File: src/rtl/maxnet_pkg.sv
// Shared types and helpers for the MaxNet winner-take-all engine.
package maxnet_pkg;
  localparam int DATA_W = 8;
  localparam int ITER_W = 8;

  typedef logic [DATA_W-1:0] data_t;

  typedef enum logic [1:0] {IDLE, LOAD, RUN, DONE} state_t;

  function automatic data_t sat_sub(data_t a, data_t b);
    return (a > b) ? data_t'(a - b) : '0;
  endfunction
endpackage

File: src/rtl/maxnet_sum_tree.sv
// Combinational M-input adder tree; leaves padded to a power of two with zeros.
module maxnet_sum_tree #(
  parameter int M      = 10,
  parameter int DATA_W = 8
) (
  input  logic [M-1:0][DATA_W-1:0]      x,
  output logic [DATA_W+$clog2(M)-1:0]   sum
);
  localparam int SUM_W = DATA_W + $clog2(M);
  localparam int LVLS  = $clog2(M);
  localparam int P     = 1 << LVLS;

  logic [SUM_W-1:0] node [1:2*P-1];

  genvar i, k;
  generate
    for (i = 0; i < P; i++) begin : g_leaf
      if (i < M) begin : g_used
        assign node[P+i] = SUM_W'(x[i]);
      end else begin : g_pad
        assign node[P+i] = '0;
      end
    end
    // Heap-ordered tree: node k sums children 2k and 2k+1.
    for (k = 1; k < P; k++) begin : g_add
      assign node[k] = node[2*k] + node[2*k+1];
    end
  endgenerate

  assign sum = node[1];
endmodule

File: src/rtl/maxnet_engine.sv
// MaxNet lateral-inhibition engine: snapshots po on start and iterates until <=1 node survives.
// Optional iteration limit enabled by defining MAXNET_TIMEOUT_EN.
module maxnet_engine
  import maxnet_pkg::*;
#(
  parameter int M         = 10,
  parameter int EPS_SHIFT = 4,
  parameter int MAX_ITER  = 255
) (
  input  logic                            clk,
  input  logic                            reset,
  input  logic                            start,
  input  logic [M-1:0][DATA_W-1:0]        po,
  output logic                            busy,
  output logic                            done,
  output logic                            winner_valid,
  output logic [((M>1)?$clog2(M):1)-1:0]  winner_idx,
  output logic [DATA_W-1:0]               winner_val,
  output logic [ITER_W-1:0]               iter_count,
  output logic                            timeout
);
  localparam int IDX_W = (M > 1) ? $clog2(M) : 1;
  localparam int SUM_W = DATA_W + $clog2(M);
  localparam int NZ_W  = $clog2(M + 1);

  generate
    if ((1 << EPS_SHIFT) <= M) begin : g_bad_eps
      $error("maxnet_engine: eps must be below 1/M for convergence");
    end
    if (MAX_ITER < 0 || MAX_ITER > 255) begin : g_bad_iter
      $error("maxnet_engine: MAX_ITER must fit the iteration counter");
    end
  endgenerate

  state_t                     state, state_nxt;
  logic [M-1:0][DATA_W-1:0]   x, x_upd;
  logic [SUM_W-1:0]           sum;
  logic [NZ_W-1:0]            nz;
  logic [IDX_W-1:0]           nz_idx;
  logic                       settled, limit_hit;

  maxnet_sum_tree #(.M(M), .DATA_W(DATA_W)) u_sum (
    .x   (x),
    .sum (sum)
  );

  always_comb begin
    nz     = '0;
    nz_idx = '0;
    for (int i = 0; i < M; i++) begin
      if (x[i] != '0) begin
        nz     = nz + NZ_W'(1);
        nz_idx = IDX_W'(i);
      end
    end
  end

  assign settled = (nz <= NZ_W'(1));

  genvar g;
  generate
    for (g = 0; g < M; g++) begin : g_node
      logic [SUM_W-1:0] rest, inh;
      data_t            inh_sat;
      assign rest = sum - SUM_W'(x[g]);
      // A zero shift result with live competitors still inhibits by 1 so the run terminates.
      assign inh  = ((rest >> EPS_SHIFT) == '0 && rest != '0) ? SUM_W'(1) : (rest >> EPS_SHIFT);
      assign inh_sat  = (inh > SUM_W'({DATA_W{1'b1}})) ? '1 : inh[DATA_W-1:0];
      assign x_upd[g] = sat_sub(x[g], inh_sat);
    end
  endgenerate

`ifdef MAXNET_TIMEOUT_EN
  assign limit_hit = (iter_count == ITER_W'(MAX_ITER));
`else
  assign limit_hit = 1'b0;
  assign timeout   = 1'b0;
`endif

  always_comb begin
    state_nxt = state;
    case (state)
      IDLE:    if (start) state_nxt = LOAD;
      LOAD:    state_nxt = RUN;
      RUN:     if (settled || limit_hit) state_nxt = DONE;
      DONE:    state_nxt = IDLE;
      default: state_nxt = IDLE;
    endcase
  end

  always_ff @(posedge clk or posedge reset) begin
    if (reset) begin
      state        <= IDLE;
      x            <= '0;
      iter_count   <= '0;
      winner_valid <= 1'b0;
      winner_idx   <= '0;
      winner_val   <= '0;
`ifdef MAXNET_TIMEOUT_EN
      timeout      <= 1'b0;
`endif
    end else begin
      state <= state_nxt;
      case (state)
        IDLE: if (start) begin
          x            <= po;
          iter_count   <= '0;
          winner_valid <= 1'b0;
          winner_idx   <= '0;
          winner_val   <= '0;
`ifdef MAXNET_TIMEOUT_EN
          timeout      <= 1'b0;
`endif
        end
        RUN: begin
          if (settled) begin
            winner_valid <= (nz == NZ_W'(1));
            winner_idx   <= (nz == NZ_W'(1)) ? nz_idx : '0;
            winner_val   <= (nz == NZ_W'(1)) ? x[nz_idx] : '0;
          end else if (limit_hit) begin
`ifdef MAXNET_TIMEOUT_EN
            timeout      <= 1'b1;
`endif
          end else begin
            x          <= x_upd;
            iter_count <= iter_count + ITER_W'(1);
          end
        end
        default: ;
      endcase
    end
  end

  assign busy = (state == LOAD) || (state == RUN);
  assign done = (state == DONE);
endmodule

File: config.mk
export PLATFORM = sky130hd
export DESIGN_NAME = maxnet_engine
export DESIGN_NICKNAME = d
export VERILOG_FILES = /design/src/rtl/maxnet_pkg.sv /design/src/rtl/maxnet_sum_tree.sv /design/src/rtl/maxnet_engine.sv
export SDC_FILE = /design/constraint.sdc
export NUM_CORES = 1
export LEC_CHECK = 0
export CAP_MARGIN = 5
export CORE_ASPECT_RATIO = 2
export CORE_MARGIN = 4
export CORE_UTILIZATION = 56
export DETAILED_ROUTE_END_ITERATION = 10
export PLACE_DENSITY = 0.83
export SYNTH_ARGS = -nofsm -noshare
export SYNTH_HDL_FRONTEND = slang
export SYNTH_SLANG_ARGS = --single-unit
File: constraint.sdc
create_clock -name clk -period 9.25 [get_ports clk]
set_input_delay 1.85 -clock clk [delete_from_list [all_inputs] [get_ports clk]]
set_output_delay 1.85 -clock clk [all_outputs]
set_load 0.01 [all_outputs]
==> summary.md, run 1 <==
| Metric | Value |
|---|---|
| Routed wire per std cell | `23.8 um` |
| # DRC | `0` |
| CP peak stage delay | `about 590 ps` |
| Met2 wire len | `27.1 mm` |
| Syn_area_per_cell | `8.59 sq um` |
| Commonest non-fill, non-tap cell in the layout | `inv_1` |
| Slew margin rel. | `about a quarter` |
| Vias/cell | `between 6 and 7` |
| Number of flops mapped to enable cells by yosys | `0` |
| Layout cells sized above 1 | `between 10% and 20%` |
| Routed WL | `approximately 55 mm` |
| Wl on met1 | `between 15 and 20 mm` |
| Root Buffer | `clkbuf_16` |
| GRT Resource Usage Total | `35.6%` |
| Setup violators final | `0` |
| WS Path Type | `register to register` |
| Num ports | `about 110` |
| ANT nets after route | `0` |
| CP max-delay cell | `fa_1` |
| Post-synth ARST share | `100%` |
| H-tree depth | `3` |
| Largest net degree at the start of global routing | `80` |
| Met3 wire length | `~4.3 mm` |
| Die X | `125 um` |
| Setup_tns | `0 ps` |
| CTS Buffer Depth | `2` |
| Ys Warns | `0` |
| Ant diodes | `0` |
| Antenna violations before repair | `0` |
| Crit-path max FO | `7` |
| Critical path data required time | `between 9000 and 10,000 ps` |
| HPWL Detailed | `around 43 mm` |
| Vias in the first global route | `between 15k and 20k` |
| IO Port Bufs | `approximately 110` |
| Max Freq | `between 100 and 150 MHz` |
| Skew final | `about 13 ps` |
| Fin. Hold Viols | `0` |
| First-pass GRT wire length | `83.9 mm` |
| Rows | `85` |
| RePlAce Congestion | `1.04` |
| Post-synthesis sequential area ratio | `around 17%` |
| P&R area growth vs syn | `17.4%` |
| Die Footprint | `approximately 30,000 sq um` |
| First-pass DRT Iterations | `7` |
| Initial core utilization | `56.9%` |
| CTS Buf Count | `9` |
| Post-synth cell types | `77` |
| Slew @ Worst Pin | `between 1000 and 1500 ps` |
| Worst-Skew Late Latency | `400 ps` |
| Arrival @ worst endpoint | `9240 ps` |
| Commonest non-fill, non-tap cells in the layout | `inv_1, ha_1, xnor2_1, o21ai_0, buf_4` |
| Area of the core | `between 20,000 and 30,000 sq um` |
| Cell Area, Synth | `~15,000 sq um` |
| Startpoint Class | `register` |
| Post-CTS Hold Buffers | `0` |
| Seq cells post-synth | `~100` |
| Vias | `15.3k` |
| Nets | `between 2k and 2.5k` |
| CTS clk-pin slew, worst paths | `around 80 ps` |
| Synth area leaders | `dfrtp_1, ha_1, fa_1, xnor2_1, inv_1` |
| Synthesized net count | `roughly 2.1k` |
| Syn Inst Count | `1,789` |
| Grt ovf | `0` |
| Worst setup EP type | `register` |
| Leading area contributor after synthesis | `dfrtp_1` |
| Post-route clock period utilization | `a little over nine tenths` |
| Final min period | `8950 ps` |
| TritonCTS clock tree | `yes` |
| DR iter-0 viols | `roughly 1.4k` |
| Maximum Capacitance Violations | `0` |
| Hold Path Class | `register to register` |
| Unrepaired setup endpoints after global routing | `true` |
| Post-synth top area share | `around 17%` |
| Top Metal Used | `met4` |
| Status | `finished, final reports clean` |
| Slew Viols, Final | `0` |
| Clock Sinks | `103` |
| Die height | `242 um` |
| Hold WS | `between 500 and 600 ps` |
| Post-synth top flop | `dfrtp_1` |
| CP dominant cell by count | `fa_1` |
==> Yosys cell counts, types with 25 or more instances <==
master / n
nand2_1: 68
o21ai_0: 121
clkbuf_1: 38
xor2_1: 42
ha_1: 193
nand4_1: 25
fa_1: 81
dfrtp_1: 103
nand3_1: 79
nand2b_1: 33
xnor2_1: 125
nor2_1: 42
inv_1: 283
nor2b_1: 42
o22ai_1: 84
a21o_1: 71
a21oi_1: 87
==> flip-flops by register name, summed over array words and instances (netlist names) <==
signal / count
iter_count: 8
x: 80
winner_idx: 4
state: 2
winner_valid: 1
winner_val: 8
==> per-layer routing <==
layer | vias to the layer above | track usage, %
met1 | 7344 | 36.2
met3 | 403 | 6.71
met2 | 937 | 61.0
li1 | 6654 | -
met4 | 0 | 31.8
met5 | - | 0
==> cells by family (layout without fill, tap and decap cells) <==
kind of cell | after synthesis | in the layout | share of synthesized area (%)
adder cells (fa/ha/maj) | 274 | 274 | 26.3
other | 1 | 1 | 0.0244
multiplexers | 37 | 37 | 4.34
buffers and inverters | 333 | 515 | 8.39
AND/OR/NAND/NOR | 380 | 380 | 13.5
XOR/XNOR | 174 | 174 | 10.5
flip-flops | 103 | 103 | 16.8
AO/OA/AOI/OAI | 487 | 487 | 20.1
==> layout make-up <==
cell class / count / area (sq um)
multi-input cells: 1353 / 11700
flip-flops and latches: 103 / 2580
inverters: 284 / 1070
well taps: 348 / 435
fillers: 2216 / 8970
clock buffers: 11 / 253
clock inverters: 5 / 80.1
repair buffers: 215 / 1890
==> final timing paths <==
path	from	to	slack, ps	cells after the start
worst max-delay path	x[10]	x[26]	300	37
worst min-delay path	winner_valid	winner_valid	500	1
worst max register to register	x[10]	x[26]	300	37
worst min register to register	winner_valid	winner_valid	500	1
max in group asynchronous	reset	x[61]	5950	3
min in group asynchronous	reset	iter_count[7]	1790	2
==> through the flow <==
stage / std cells / instance area (sq um) / util [%] / setup slack [ps]
after global placement: 2298 / 17500 / 64.7 / 177
after CTS: 2314 / 17800 / 65.9 / 28.0
after floorplan: 1789 / 15400 / - / 831
after detailed placement: 2298 / 17500 / 64.7 / -63.2
after global routing: 2319 / 18000 / 66.8 / -81.1
final: 2319 / 18000 / 66.8 / 302
==> worst max-delay path: cells and delay by family, from the launching register on <==
family | cells | cell delay [ps]
simple gates | 4 | 390
flops | 1 | 400
fa+ha+maj | 9 | 4010
buf+inv | 8 | 800
mux | 1 | 310
xor+xnor | 1 | 210
compound gates | 14 | 2700
==> timing repair <==
action	in CTS	in global routing
gates cloned	0	0
endpoints found under the setup margin	6	80
setup buffers	0	5
gates resized for setup	3	40
pin swaps	0	5
Power of run 1 is left out: the tool's default activity adds up to more than one toggle a clock period on the data nets, which glitch-free logic cannot reach.
==> run 2, diff against run 1 <==
--- a/config.mk
+++ b/config.mk
@@ -10,6 +10,7 @@
 export CORE_MARGIN = 4
 export CORE_UTILIZATION = 56
 export DETAILED_ROUTE_END_ITERATION = 10
+export HOLD_SLACK_MARGIN = 0.06
 export PLACE_DENSITY = 0.83
 export SYNTH_ARGS = -nofsm -noshare
 export SYNTH_HDL_FRONTEND = slang
==> constraint.sdc (replaced) <==
create_clock -name clk -period 10.1 [get_ports clk]
set_input_delay 2.02 -clock clk [delete_from_list [all_inputs] [get_ports clk]]
set_output_delay 2.02 -clock clk [all_outputs]
set_load 0.01 [all_outputs]
==> summary.md, run 2 (synthesis results as in run 1) <==
| Metric | Value |
|---|---|
| Vias in the first global route | `15.1k (-3.6%)` |
| Commonest non-fill, non-tap cell in the layout | `inv_1` |
| H-tree depth | `3 (unchanged)` |
| First-pass GRT wire length | `77.6 mm (-7.4%)` |
| Largest net degree at the start of global routing | `80 (unchanged)` |
| Antenna violations before repair | `0 (unchanged)` |
| Die height | `242 um (unchanged)` |
| ANT nets after route | `0 (unchanged)` |
| Largest registers | `x: 80 flops, iter_count: 8 flops, winner_val: 8 flops` |
| Critical path data required time | `10,380 ps (+840 ps)` |
| # DRC | `0 (unchanged)` |
| Hold WS | `515 ps (+14.0 ps)` |
| Max Freq | `104 MHz (-7.2%)` |
| CTS Buffer Depth | `2 (unchanged)` |
| Pre-CTS setup slack | `670 ps (+733 ps)` |
| P&R area growth vs syn | `12.0%` |
| Area of the core | `27,000 sq um (unchanged)` |
| CTS Buf Count | `9 (unchanged)` |
| Rows | `85 (unchanged)` |
| Slew @ Worst Pin | `1310 ps (+173 ps)` |
| WS Path Type | `register to register` |
| Setup_tns | `0 ps (unchanged)` |
| CP max-delay cell | `nand3_1` |
| Status | `finished, final reports clean` |
| Grt ovf | `0 (unchanged)` |
| Num ports | `107 (unchanged)` |
| Layout cells sized above 1 | `5.41% (-5.4 points)` |
| Max reg flops | `80 (unchanged)` |
| CP dominant cell by count | `fa_1` |
| GRT Resource Usage Total | `32.3% (-3.3 points)` |
| Post-CTS Hold Buffers | `0 (unchanged)` |
| Unrepaired setup endpoints after global routing | `false` |
| PnR worst setup slack | `456 ps (+154 ps)` |
| Die X | `125 um (unchanged)` |
| CP peak stage delay | `920 ps (+330 ps)` |
| Initial core utilization | `56.9% (unchanged)` |
| Worst-Skew Late Latency | `400 ps (about the same)` |
| Worst setup EP type | `register` |
| Ant diodes | `0 (unchanged)` |
| Routed WL | `49.0 mm (-11%)` |
| DP Area | `16,900 sq um (-3.4%)` |
| Crit-path max FO | `18 (+11)` |
| Commonest non-fill, non-tap cells in the layout | `inv_1, ha_1, xnor2_1, o21ai_0, clkdlybuf4s50_1` |
| Arrival @ worst endpoint | `9920 ps (+680 ps)` |
| Clock Sinks | `103 (unchanged)` |
| Fin. Hold Viols | `0 (unchanged)` |
| Root Buffer | `clkbuf_16` |
| Maximum Capacitance Violations | `0 (unchanged)` |
| Skew final | `14.0 ps (+0.647 ps)` |
| HPWL Detailed | `38.6 mm (-10%)` |
| Startpoint Class | `register` |
| First-pass DRT Iterations | `7 (unchanged)` |
| Post-route cell area | `17,200 sq um (-4.6%)` |
| Hold Path Class | `register to register` |
| Top reg by flops | `x` |
| CTS clk-pin slew, worst paths | `70 ps (about the same)` |
| DR iter-0 viols | `981 (-32%)` |
| Setup violators final | `0 (unchanged)` |
| Slew Viols, Final | `0 (unchanged)` |
| Vias/cell | `6.44 (-2.6%)` |
| Post-route clock period utilization | `95.5% (-1.2 points)` |
| RePlAce Congestion | `1.01 (-3.0%)` |
| TritonCTS clock tree | `yes` |
| Vias | `14.4k (-6.2%)` |
| # fillers | `2,332 (+5.2%)` |
| Nets | `2,240 (-3.6%)` |
| Die Footprint | `30,300 sq um (unchanged)` |
| Routed wire per std cell | `21.9 um (-8.0%)` |
| IO Port Bufs | `105 (unchanged)` |
| Slew margin rel. | `12.6% (-12 points)` |
| Final min period | `9640 ps (+696 ps)` |
run 2: changes by cell type in the layout (fill, tap and decap cells not counted), sizes merged:
cell,before,now
clkinv,1,0
buf,110,27
clkinvlp,3,1
inv,283,284
run 2: cell type report:
class                           count  area, sq um  share of cell area (%)
Tap cell                          348          435                    2.53
Multi-Input combinational cell   1353        11500                    67.1
Clock inverter                      3         67.6                   0.393
Clock buffer                       11          253                    1.47
Inverter                          284         1070                    6.21
Sequential cell                   103         2580                    15.0
Timing Repair Buffer              132         1270                    7.36
run 2: through the flow:
stage               utilization [%]  cells
CTS                            63.7   2234
detailed placement             62.5   2220
floorplan                         -   1789
global placement               62.5   2220
global route                   63.7   2234
finish                         63.7   2234
run 2: repair_timing:
action,in CTS,in global routing
gates resized for setup,0,1
setup endpoints to repair,0,1
buffers inserted,0,0
run 2: final timing paths:
path	start	to	slack [ps]	depth (start not counted)
setup / recovery	x[10]	x[57]	460	33
hold / removal	winner_valid	winner_valid	510	1
setup reg to reg	x[10]	x[57]	460	33
hold reg to reg	winner_valid	winner_valid	510	1
max in group asynchronous	reset	winner_val[6]	6780	3
min in group asynchronous	reset	x[14]	2100	2
run 2: per-layer routing:
layer	vias up	GRT usage, %	share of wire [%]
met2	670	56.5	50
met3	280	5.80	6.6
li1	6488	-	-
met5	-	0	0
met1	6954	33.5	34
met4	0	25.4	9.6
run 2: worst max-delay path, delay by kind of cell, from the launching register on:
family,cells,cell delay [ps]
simple gates,5,1320
compound gates,13,2900
flops,1,460
mux,1,290
fa+ha+maj,8,3350
buf+inv,5,840
xor+xnor,1,350
Power of run 2 is left out for the same reason.
==> run 3, diff against run 2 <==
==> constraint.sdc (replaced) <==
create_clock -name clk -period 10.1 [get_ports clk]
set_input_delay 1.01 -clock clk [delete_from_list [all_inputs] [get_ports clk]]
set_output_delay 1.01 -clock clk [all_outputs]
set_load 0.01 [all_outputs]
==> results of run 3 <==
The final DEF is identical to that of run 2. Status: finished, final reports clean.
Power of run 3 is left out for the same reason.
==> RTL edit 1 (config.mk and constraints of run 3) <==
The option `MAXNET_TIMEOUT_EN` is turned on by a define.
--- a/src/rtl/maxnet_engine.sv
+++ b/src/rtl/maxnet_engine.sv
@@ -2,2 +2,4 @@
 // Optional iteration limit enabled by defining MAXNET_TIMEOUT_EN.
+`define MAXNET_TIMEOUT_EN
+
 module maxnet_engine
Formal check against the unedited RTL: same outputs for any inputs over 4 cycles, from zero or initial values and one cycle with reset high; that may be too few to reach the edited logic, so the function may still have changed.
==> RTL edit 1 against run 3 <==
Routed wire length up 6.5%; first-iteration DRC count up 12%; non-clock buffer count up 10; setup slack better by 0.11 ns; fmax up 1.2%; global-route usage up 3.8 points; area after synthesis down 2.0%; largest cell class unchanged; critical path depth up 3; sequential cell count up 1; design area down 1.7%.
Power is not shown: default switching activity piles up to over one toggle a cycle in this logic, so the estimate is an artifact.
==> RTL edit 1: results (changes against run 3) <==
| Metric | Value |
|---|---|
| Status | finished, final reports clean |
| Final Skew | 0.0105 ns (-0.00349 ns) |
| Worst path max stage delay | 0.59 ns (-0.33 ns) |
| Number of port buffers | 106 (+0.95%) |
| Top cells by area, synth | dfrtp_1 (17%), ha_1 (16%), fa_1 (11%), xnor2_1 (7.3%), inv_1 (5.1%) |
| Worst-path fanout max | 8 (-10) |
| HP Class | reg2reg |
| Cells after Synth | 1703 (-4.8%) |
| GR Util All Layers | 0.360 (+0.0377) |
| CP Class | reg2reg |
| Via density per instance | 6.57 (+1.9%) |
| Number of global-route vias before repair | 15048 (-0.50%) |
| Worst-skew pair later-pin latency | 0.40 ns (about the same) |
| Top cell type's share of synthesized area | 0.173 (+0.00515) |
| 1st-iter DRT viols | 1100 (+12%) |
| GP Congestion | 1.00 (-0.64%) |
| Slowest cell on the critical path | o221ai_1 |
| Distinct cells, synth | 74 (-3.9%) |
| CTS-repair resized insts | 0 (unchanged) |
| Syn_nets | 2060 (-4.0%) |
| CTS root buffer | clkbuf_16 |
| # diodes | 0 (unchanged) |
| First-pass GRT wire length | 80100 µm (+3.1%) |
| Largest net degree at the start of global routing | 59 (-26%) |
| Nets | 2168 (-3.2%) |
| Routed WL | 52200 µm (+6.5%) |
| Biggest regs | x x80, iter_count x8, winner_val x8 |
| Top Family by Delay on Critical Path | compound AO/OA/AOI/OAI gates |
| Post-CTS setup buffers | 0 (unchanged) |
| Most frequent cells after synthesis | inv_1 (203), ha_1 (193), a21oi_1 (142) |
| DP HPWL | 40700 µm (+5.4%) |
| Sequential area share after synthesis | 0.173 (+0.00515) |
| Wire length per cell | 24.2 µm (+10%) |
| DRT Pass-1 Iters | 6 (-1) |
| Crit path DAT | 9.79 ns (-0.13 ns) |
| Slew HR | 0.217 (+0.0917) |
| Clock slew at reported path FFs | 0.07 ns (about the same) |
| Layout cells sized above 1 | 0.0523 (-0.00174) |
| Yosys warnings | 0 (unchanged) |
[RTL edit 1: worst reg2reg max path: cells and delay by family, from the launching register on]
kind,cells,cell delay (ns)
fa+ha+maj,8,3.67
xor+xnor,1,0.22
flops,1,0.47
compound gates,16,3.88
buf+inv,7,0.75
simple gates,4,0.41
[RTL edit 1: cells by family after synthesis]
group	after synthesis	synth area share
fa+ha+maj	274	0.268
compound gates	440	0.190
simple gates	393	0.137
xor+xnor	164	0.0979
mux	79	0.0664
flops	104	0.173
buf+inv	249	0.0672
[RTL edit 1: area by class of cell]
class                      instances  area [µm²]
clock inverter                     4        52.6
multi-input combinational       1350       11500
inverter                         204         768
timing repair buffer             142        1340
tap                              344         430
clock buffer                      11         253
sequential                       104        2600
fill                            2190        9460
[RTL edit 1: worst paths after layout]
path	startpoint	depth (start not counted)	slack, ns	end
worst max-delay path	x[10]	36	0.57	x[73]
worst min-delay path	winner_valid	1	0.49	winner_valid
worst max register to register	x[10]	36	0.57	x[73]
worst min register to register	winner_valid	1	0.49	winner_valid
max in group asynchronous	reset	3	7.66	x[16]
min in group asynchronous	reset	2	1.06	winner_valid
[RTL edit 1: per-stage QoR]
stage               area (µm²)  worst slack, ns  hold slack [ns]   util
finish                   16900            0.567            0.494  0.641
global route             16900            0.106            0.508  0.641
CTS                      16900            0.681            0.499  0.641
detailed placement       16600            0.772            0.482  0.630
global placement         16600            0.869            0.460  0.630
floorplan                15000             1.68            0.511      -
[RTL edit 1: layer usage]
layer	vias to the layer above	share of wire	GRT usage
li1	6233	-	-
met1	6767	0.31	0.348
met2	779	0.49	0.602
met3	398	0.072	0.0787
met4	0	0.13	0.363
met5	-	0	0
==> RTL edit 2 (settings of run 3) <==
Made on the original files. Re-encode `state_t` (4 states) as Gray code, 2 bits wide.
--- a/src/rtl/maxnet_pkg.sv
+++ b/src/rtl/maxnet_pkg.sv
@@ -7,3 +7,3 @@
 
-  typedef enum logic [1:0] {IDLE, LOAD, RUN, DONE} state_t;
+  typedef enum logic [1:0] {IDLE = 2'b00, LOAD = 2'b01, RUN = 2'b11, DONE = 2'b10} state_t;
 
Function: no difference found for any inputs over 4 cycles, from zero or initial values and one cycle with reset high; so few cycles prove little.
==> RTL edit 2 against run 3 <==
Sequential share of layout area rose by 0.35 points; routed wire length is 0.78% higher; design area fell by 2.3%; critical path type unchanged; sequential cell count stayed put; area after synthesis shrank 2.0%; highest routed layer unchanged; clock skew decreased by 0.0018 ns; setup slack improved by 0.56 ns.
Power is not shown: default switching activity piles up to over one toggle a cycle in this logic, so the estimate is an artifact.
==> RTL edit 2: results (changes against run 3) <==
| Metric | Value |
|---|---|
| Placed cell area | 16500 µm² (-2.2%) |
| M3 GR Usage | 0.0794 (+0.0214) |
| Worst hold start | iter_count[6] |
| Via density per instance | 6.39 (-0.78%) |
| Nets | 2135 (-4.7%) |
| GR Util met2 | 0.597 (+0.0323) |
| Compound-Gate Fraction of Synth Area | 0.182 (-0.0196) |
| H-tree depth | 3 (unchanged) |
| DRT Pass-1 Iters | 5 (-2) |
| Syn_nets | 2040 (-4.9%) |
| Distinct cells, synth | 73 (-5.2%) |
| Top cells by area, synth | dfrtp_1 (17%), ha_1 (16%), fa_1 (11%), xnor2_1 (6.3%), inv_1 (5.5%) |
| Largest net degree at the start of global routing | 66 (-18%) |
| GP Congestion | 1.04 (+3.5%) |
| Slowest cell on the critical path | fa_1 |
| Number of global-route vias before repair | 14786 (-2.2%) |
| Worst-path fanout max | 10 (-8) |
| DP HPWL | 39600 µm (+2.6%) |
| GR Util All Layers | 0.343 (+0.0208) |
| Xor/xnor share of the synthesized area | 0.106 (+0.000940) |
| DR vias | 13615 (-5.4%) |
| RR Endpoint | x[48] |
| Mux cell area share after synthesis | 0.0824 (+0.0390) |
| Final Skew | 0.0122 ns (-0.00182 ns) |
| Setup crit start | x[18] |
| Wire length per cell | 23.2 µm (+5.7%) |
| Post-Synth Adder-Cell Area | 0.266 (+0.00297) |
| Crit path DAT | 9.42 ns (-0.50 ns) |
| Layout cells sized above 1 | 0.0448 (-0.00929) |
| Cells after Synth | 1686 (-5.8%) |
| 1st-iter DRT viols | 892 (-9.1%) |
| Status | finished, final reports clean |
| First-pass GRT wire length | 77000 µm (-0.88%) |
| Worst setup endpoint | x[48] |
| Met1 usage | 0.328 (-0.00620) |
-- RTL edit 2: cell count changes after synthesis, moves of 14 or more --
cell and delta:
mux2i_1 +80, o22ai_1 -76, inv_1 -62, a22oi_1 +55, nand3_1 -55, nand2_1 +41
o21ai_0 -41, mux2_1 +18, mux2_4 -18, xnor2_1 -17, xor2_1 +17, nor2b_1 -14
o21ai_1 -14
-- RTL edit 2: area by class of cell --
cell class / instances / area share
Clock buffer: 12 / 0.0152
Tap cell: 344 / 0.0256
Sequential cell: 103 / 0.153
Clock inverter: 4 / 0.00312
Multi-Input combinational cell: 1317 / 0.679
Inverter: 221 / 0.0495
Timing Repair Buffer: 129 / 0.0739
-- RTL edit 2: how the worst min path moves through the flow --
| stage | endpoint | slack [ns] |
|---|---|---|
| detailed placement | iter_count[6] | 0.50 |
| finish | iter_count[6] | 0.51 |
| global placement | iter_count[6] | 0.49 |
| CTS | iter_count[6] | 0.51 |
| floorplan | state[0] | 0.49 |
| global route | iter_count[6] | 0.55 |
-- RTL edit 2: kinds of logic after synthesis --
kind of cell             Yosys count
AO/OA/AOI/OAI                    419
other                              1
AND/OR/NAND/NOR                  342
flip-flops                       103
XOR/XNOR                         174
buffers and inverters            266
multiplexers                     110
adder cells (fa/ha/maj)          271
-- RTL edit 2: metal layers --
metal	share of wire	vias to the layer above
met1	0.32	6593
met4	0.11	0
met2	0.51	622
met5	0	-
met3	0.062	301
li1	-	6099
-- RTL edit 2: worst max-delay path, delay by kind of cell, from the launching register on --
family / cells / cell delay, ns
compound gates: 14 / 2.38
flops: 1 / 0.41
fa+ha+maj: 9 / 4.16
xor+xnor: 1 / 0.19
mux: 1 / 0.14
buf+inv: 8 / 1.08
simple gates: 3 / 0.64
